<file path="src/rtl/fetch_pc_if.sv">
// fetch_pc_if: control inputs and PC/status outputs of the fetch_pc block.
// The master drives the control inputs; the slave (fetch_pc) drives PC, halt and ras_err.
interface fetch_pc_if #(
    parameter int PC_W  = 10,
    parameter int OFS_W = 8
);
    logic             stall;
    logic             restart;
    logic             branch_en;
    logic             bSIGN;
    logic [OFS_W-1:0] bOFFSET;
    logic             jump_en;
    logic [PC_W-1:0]  jTARGET;
    logic             call_en;
    logic             ret_en;
    logic [PC_W-1:0]  PC;
    logic             halt;
    logic             ras_err;

    modport master (
        output stall, restart, branch_en, bSIGN, bOFFSET,
        output jump_en, jTARGET, call_en, ret_en,
        input  PC, halt, ras_err
    );

    modport slave (
        input  stall, restart, branch_en, bSIGN, bOFFSET,
        input  jump_en, jTARGET, call_en, ret_en,
        output PC, halt, ras_err
    );
endinterface

</file>
<file path="src/rtl/fetch_pc.sv">
// fetch_pc: program-counter sequencer with relative branch, absolute jump,
// optional return-address stack and a sticky halt state.
// Build option: define FETCH_PC_RAS_EN to include the return-address stack,
// call/return handling and the ras_err flag. Without it call_en/ret_en are
// accepted but ignored and ras_err reads 0.
//
// state   | meaning
// --------+-----------------------------------------------------------
// ST_RUN  | PC advances every unstalled cycle by the next-PC priority
// ST_HALT | PC reached HALT_ADDR; everything frozen until restart/reset
module fetch_pc #(
    parameter int PC_W       = 10,
    parameter int OFS_W      = 8,
    parameter int RAS_DEPTH  = 4,
    parameter int START_ADDR = 0,
    parameter int HALT_ADDR  = 63
) (
    input logic       CLK,
    input logic       init_n,
    fetch_pc_if.slave bus
);

    localparam logic [0:0] ST_RUN  = 1'b0;
    localparam logic [0:0] ST_HALT = 1'b1;

    localparam logic [PC_W-1:0] START_PC = PC_W'(START_ADDR);
    localparam logic [PC_W-1:0] HALT_PC  = PC_W'(HALT_ADDR);

    logic [0:0]      state_q;
    logic [PC_W-1:0] pc_q;
    logic [PC_W-1:0] pc_nxt;
    logic [PC_W-1:0] pc_inc;
    logic [PC_W-1:0] pc_br;
    logic [PC_W-1:0] ofs_ext;
    logic            advance;

    assign ofs_ext = {{(PC_W-OFS_W){1'b0}}, bus.bOFFSET};
    assign pc_inc  = pc_q + PC_W'(1);
    assign pc_br   = bus.bSIGN ? (pc_q - ofs_ext) : (pc_q + ofs_ext);

    // A new PC is taken only when running, not stalled, and no restart pending.
    assign advance = (state_q == ST_RUN) && !bus.stall && !bus.restart;

`ifdef FETCH_PC_RAS_EN
    localparam int IDX_W = (RAS_DEPTH > 1) ? $clog2(RAS_DEPTH) : 1;
    localparam int CNT_W = IDX_W + 1;

    logic [PC_W-1:0]  ras_mem [RAS_DEPTH];
    logic [CNT_W-1:0] ras_cnt;
    logic [IDX_W-1:0] push_idx;
    logic [IDX_W-1:0] top_idx;
    logic [PC_W-1:0]  ras_top;
    logic             ras_empty;
    logic             ras_full;
    logic             ras_push;
    logic             ras_pop;
    logic             ras_err_set;
    logic             ras_err_q;

    // The stack grows upward; ras_cnt is both depth and next free slot.
    assign push_idx  = ras_cnt[IDX_W-1:0];
    assign top_idx   = push_idx - IDX_W'(1);
    assign ras_top   = ras_mem[top_idx];
    assign ras_empty = (ras_cnt == '0);
    assign ras_full  = (ras_cnt == CNT_W'(RAS_DEPTH));
`else
    logic unused_ras_inputs;
    assign unused_ras_inputs = bus.call_en ^ bus.ret_en;
`endif

    // Next-PC selection: ret > call > jump > branch > increment.
    always_comb begin
        pc_nxt = pc_inc;
`ifdef FETCH_PC_RAS_EN
        ras_push    = 1'b0;
        ras_pop     = 1'b0;
        ras_err_set = 1'b0;
        if (bus.ret_en) begin
            if (ras_empty) begin
                pc_nxt      = pc_inc;
                ras_err_set = advance;
            end else begin
                pc_nxt  = ras_top;
                ras_pop = advance;
            end
        end else if (bus.call_en) begin
            pc_nxt = bus.jTARGET;
            if (ras_full) begin
                ras_err_set = advance;
            end else begin
                ras_push = advance;
            end
        end else
`endif
        if (bus.jump_en) begin
            pc_nxt = bus.jTARGET;
        end else if (bus.branch_en) begin
            pc_nxt = pc_br;
        end else begin
            pc_nxt = pc_inc;
        end
    end

    // PC and run/halt state; a halt only ever comes from a computed next-PC,
    // so a START_ADDR equal to HALT_ADDR never halts on reset or restart.
    always_ff @(posedge CLK or negedge init_n) begin
        if (!init_n) begin
            pc_q    <= START_PC;
            state_q <= ST_RUN;
        end else if (bus.restart) begin
            pc_q    <= START_PC;
            state_q <= ST_RUN;
        end else if (advance) begin
            pc_q <= pc_nxt;
            if (pc_nxt == HALT_PC) begin
                state_q <= ST_HALT;
            end
        end
    end

`ifdef FETCH_PC_RAS_EN
    // Stack depth and sticky error flag; restart and reset empty the stack.
    always_ff @(posedge CLK or negedge init_n) begin
        if (!init_n) begin
            ras_cnt   <= '0;
            ras_err_q <= 1'b0;
        end else if (bus.restart) begin
            ras_cnt   <= '0;
            ras_err_q <= 1'b0;
        end else begin
            if (ras_push) begin
                ras_cnt <= ras_cnt + CNT_W'(1);
            end else if (ras_pop) begin
                ras_cnt <= ras_cnt - CNT_W'(1);
            end
            if (ras_err_set) begin
                ras_err_q <= 1'b1;
            end
        end
    end

    // Stack storage; entries above ras_cnt are dead, so no reset is needed.
    always_ff @(posedge CLK) begin
        if (ras_push) begin
            ras_mem[push_idx] <= pc_inc;
        end
    end

    assign bus.ras_err = ras_err_q;
`else
    assign bus.ras_err = 1'b0;
`endif

    assign bus.PC   = pc_q;
    assign bus.halt = (state_q == ST_HALT);

endmodule

</file>
<file path="src/flat_wrapper.sv">
// flat-port wrapper written by rule: the top's interface ports become plain ports
module fetch_pc_flat 
#(
    parameter int PC_W       = 10,
    parameter int OFS_W      = 8,
    parameter int RAS_DEPTH  = 4,
    parameter int START_ADDR = 0,
    parameter int HALT_ADDR  = 63
)
  (CLK, init_n, bus_stall, bus_restart, bus_branch_en, bus_bSIGN, bus_bOFFSET, bus_jump_en, bus_jTARGET, bus_call_en, bus_ret_en, bus_PC, bus_halt, bus_ras_err);
  fetch_pc_if #(.PC_W(PC_W), .OFS_W(OFS_W)) bus_i ();
  input logic CLK;
  input logic init_n;
  input wire logic [$bits(bus_i.stall)-1:0] bus_stall;
  input wire logic [$bits(bus_i.restart)-1:0] bus_restart;
  input wire logic [$bits(bus_i.branch_en)-1:0] bus_branch_en;
  input wire logic [$bits(bus_i.bSIGN)-1:0] bus_bSIGN;
  input wire logic [$bits(bus_i.bOFFSET)-1:0] bus_bOFFSET;
  input wire logic [$bits(bus_i.jump_en)-1:0] bus_jump_en;
  input wire logic [$bits(bus_i.jTARGET)-1:0] bus_jTARGET;
  input wire logic [$bits(bus_i.call_en)-1:0] bus_call_en;
  input wire logic [$bits(bus_i.ret_en)-1:0] bus_ret_en;
  output wire logic [$bits(bus_i.PC)-1:0] bus_PC;
  output wire logic [$bits(bus_i.halt)-1:0] bus_halt;
  output wire logic [$bits(bus_i.ras_err)-1:0] bus_ras_err;
  assign bus_i.stall = bus_stall;
  assign bus_i.restart = bus_restart;
  assign bus_i.branch_en = bus_branch_en;
  assign bus_i.bSIGN = bus_bSIGN;
  assign bus_i.bOFFSET = bus_bOFFSET;
  assign bus_i.jump_en = bus_jump_en;
  assign bus_i.jTARGET = bus_jTARGET;
  assign bus_i.call_en = bus_call_en;
  assign bus_i.ret_en = bus_ret_en;
  assign bus_PC = bus_i.PC;
  assign bus_halt = bus_i.halt;
  assign bus_ras_err = bus_i.ras_err;
  fetch_pc #(.PC_W(PC_W), .OFS_W(OFS_W), .RAS_DEPTH(RAS_DEPTH), .START_ADDR(START_ADDR), .HALT_ADDR(HALT_ADDR)) u_core (.CLK(CLK), .init_n(init_n), .bus(bus_i));
endmodule
</file>
<file path="config.mk">
export PLATFORM = sky130hd
export DESIGN_NAME = fetch_pc_flat
export DESIGN_NICKNAME = d
export VERILOG_FILES = /design/src/rtl/fetch_pc_if.sv /design/src/rtl/fetch_pc.sv /design/src/flat_wrapper.sv
export SDC_FILE = /design/constraint.sdc
export NUM_CORES = 1
export LEC_CHECK = 0
export BUFFER_PORTS_ARGS = -buffer_cell sky130_fd_sc_hd__buf_2
export CAP_MARGIN = 15
export CORE_MARGIN = 5
export CORE_UTILIZATION = 53
export CTS_BUF_LIST = sky130_fd_sc_hd__clkbuf_2
export CTS_CLUSTER_SIZE = 14
export DETAILED_ROUTE_END_ITERATION = 6
export MAX_ROUTING_LAYER = met4
export PLACE_DENSITY = 0.88
export REMOVE_ABC_BUFFERS = 1
export SYNTH_ARGS = -nofsm -noshare
export SYNTH_HDL_FRONTEND = slang
export SYNTH_SLANG_ARGS = --single-unit
</file>
<file path="constraint.sdc">
create_clock -name CLK -period 2.4 [get_ports CLK]
set_input_delay 0.6 -clock CLK [delete_from_list [all_inputs] [get_ports CLK]]
set_output_delay 0.6 -clock CLK [all_outputs]
set_load 0.1 [all_outputs]
</file>
==> metrics.md <==
| Metric | Value |
|---|---|
| Status | `finished with violations` |
| Failing checks | `negative setup slack` |
| Most frequent cells in the layout | `34 x buf_4, 31 x buf_2, 14 x nor2_1` |
| Min Tclk post-route | `2.935 ns` |
| CP Class | `input pin to flop` |
| Layout Cells excl Fill | `254` |
| Crit Reg-Reg Endpoint | `u_core.bus.halt$_DFFE_PN0P_` |
| GRT Overall Usage | `33.95%` |
| Power per standard cell area | `460.6 nW/um2` |
| Distinct cells, synth | `46` |
| GPL Wtd Cong | `1.001` |
| CP arrival | `3.12 ns` |
| Antenna Cells | `0` |
| Commonest non-fill, non-tap cell in the layout | `buf_4` |
| Max Used Layer | `met4` |
| Sequential share of the synthesized area | `22.29%` |
| Tcrit/Tclk final | `122.3%` |
| Dpl hpwl | `3.093 mm` |
| TritonCTS Buffers | `3` |
| DR WL met2 | `3.116 mm` |
| Final worst slack | `-0.5354 ns` |
| Clock-pin slew on the worst setup and hold paths | `0.13 ns` |
| Detail Route Antenna Nets | `0` |
| Routed WL | `6.789 mm` |
| Startpoint Class | `input pin` |
| CP endpoint kind | `flop` |
| Critical path data required time | `2.58 ns` |
| Skew final | `0.002887 ns` |
| Final Total Pwr | `0.0009549 W` |
| R2r startpoint | `u_core.bus.PC[0]$_DFFE_PN0P_` |
| Initial antenna violation count | `0` |
| Starting density of the core | `55.83%` |
| TritonCTS clock tree | `done` |
| Slew Limit Fails | `0` |
| Mapped cell area | `1235 um2` |
| Vias | `1842` |
| # clock sinks | `11` |
| Number of cells after detailed placement | `241` |
| Largest net degree at the start of global routing | `18` |
| CP max FO | `3` |
| GRT overflow | `0` |
| R2R cell count | `11` |
| Wire length of the first global-routing pass | `8.597 mm` |
| Site Rows | `17` |
| Ports | `39` |
| Die area | `3395 um2` |
| Layout cells sized above 1 | `56.64%` |
| Reg2reg setup slack | `-0.24 ns` |
| Clk root buf | `clkbuf_2` |
| Core Util, Final | `93.72%` |
| H-tree Lvls | `1` |
| MaxCap Viol Count | `0` |
| Fin nets | `265` |
| YS warnings | `0` |
| RSZ-0062 raised after global routing | `true` |
| Syn Inst Count | `155` |
| Vias in the first global route | `1748` |
| Layout fillers | `68` |
| Clk_lat worst skew | `0.28 ns` |
| Hold/Removal Path Class | `input pin to asynchronous set/reset pin` |
| Avg Vias per Cell | `7.252` |
| VDD IR-drop max | `0.4799 mV` |
| Met3 wire len | `724 um` |
| Metal-1 WL | `2.232 mm` |
| Lkg Pwr | `1.007 nW` |
| Die Y | `58.27 um` |
| DRT iter0 DRCs | `241` |
| I/O Buffers | `35` |
| Iteration count of the initial detailed-routing pass | `7` |
| Die width | `58.27 um` |
| Total core area | `2212 um2` |
| Synth Register Bits | `11` |
| Layout area overhead | `67.88%` |
| Drt wl/cell | `26.73 um` |
| Final hold viol count | `0` |
| Final setup fails | `8` |
| Maximum clock path buffer count | `2` |
| DRC | `0` |
| Worst Hold Margin | `0.1741 ns` |
| Achievable frequency | `0.3407 GHz` |
| Syn_area_per_cell | `7.967 um2` |
report_power, final:
part	leakage, nW	switching (W)	internal, W	total [W]
clock network	0.0166	0.0000733	0.0000442	0.000117
logic	0.845	0.000376	0.000243	0.000619
registers	0.145	0.0000200	0.000198	0.000218
worst max-delay path, cell delays in order:
cell	delay, ns
buf_6	0.10
nor2_4	0.13
buf_6	0.13
nand2_4	0.06
buf_4	0.14
nor2_1	0.18
nor2_1	0.10
nor2_1	0.15
ha_1	0.29
buf_4	0.16
nand2_1	0.10
o21ai_2	0.09
nor2_1	0.20
a211o_1	0.23
a41oi_2	0.15
o41ai_2	0.30
timing repair:
item,in CTS,in global routing
hold buffers,0,0
setup endpoints to repair,8,8
gates resized for setup,57,22
setup buffers,9,1
pin swaps,31,14
per-layer routing:
| metal | track usage, % | vias to the layer above |
|---|---|---|
| met2 | 56.46 | 220 |
| li1 | - | 708 |
| met5 | - | - |
| met3 | 6.013 | 80 |
| met1 | 38.67 | 834 |
| met4 | 17.22 | 0 |
worst max path at each step:
stage	cells past startpoint	slack, ns	from	to
CTS	12	-0.23	bus_bOFFSET[1]	u_core.bus.halt$_DFFE_PN0P_
detailed placement	14	-0.74	bus_bOFFSET[0]	u_core.bus.halt$_DFFE_PN0P_
finish	16	-0.54	bus_bOFFSET[2]	u_core.bus.halt$_DFFE_PN0P_
floorplan	10	-0.42	bus_bOFFSET[4]	u_core.bus.halt$_DFFE_PN0P_
global route	16	-0.64	bus_bOFFSET[2]	u_core.bus.halt$_DFFE_PN0P_
global placement	11	-0.61	bus_bOFFSET[1]	u_core.bus.halt$_DFFE_PN0P_
area by class of cell:
class	instances	area (um2)	area share [%]
multi-input combinational	132	1196	57.69
sequential	11	275.3	13.28
clock buffer	4	20.02	0.9656
timing repair buffer	73	516.7	24.92
tap	28	35.03	1.690
inverter	6	30.03	1.448
through the flow:
stage | cell area, um2 | setup TNS [ns] | setup slack (ns)
5_1_grt | 2073 | -3.181 | -0.6363
4_1_cts | 1962 | -0.9725 | -0.2325
2_1_floorplan | 1200 | -1.494 | -0.4246
6_report | 2073 | -2.824 | -0.5354
3_5_place_dp | 1628 | -4.503 | -0.7438
3_3_place_gp | 1628 | -3.594 | -0.6125
sequential cells by signal (all words and copies together) (netlist names):
signal / flops
u_core.bus.halt: 1
u_core.bus.PC: 10
synth_stat cells, drive strengths merged:
master,n,area [um2]
nand4b,1,23.77
and2,3,18.77
nand2b,3,18.77
inv,6,22.52
and3,5,31.28
or3,3,18.77
mux2i,4,40.04
xor2,3,26.28
and3b,1,8.760
nand3,1,5.000
a2111oi,1,8.760
o211a,2,20.02
fa,1,20.02
o21a,2,15.01
a211oi,4,35.03
a211o,1,8.760
or2,1,6.260
o211ai,3,22.52
o41ai,1,16.27
nor3,10,50.05
o21ai,14,70.06
conb,1,3.750
nand2,11,41.29
a221oi,1,15.01
nor2b,1,6.260
a31oi,1,6.260
dfrtp,11,275.3
a21oi,11,55.05
a32o,1,10.01
a21o,2,15.01
nor2,19,73.82
a41oi,1,8.760
buf,3,23.77
xnor2,5,43.79
a22oi,2,20.02
o22ai,1,6.260
clkbuf,3,11.26
a21boi,1,7.510
ha,10,125.1
kinds of logic (layout without fill, tap and decap cells):
family | count (synthesis) | count (layout) | share of synthesized area [%]
AO/OA/AOI/OAI | 49 | 49 | 27.56
AND/OR/NAND/NOR | 59 | 59 | 24.52
adder cells (fa/ha/maj) | 11 | 11 | 11.75
buffers and inverters | 12 | 83 | 4.660
other | 1 | 1 | 0.3037
flip-flops | 11 | 11 | 22.29
XOR/XNOR | 8 | 8 | 5.674
multiplexers | 4 | 4 | 3.242
No activity file was read; power rests on OpenSTA's default activity.
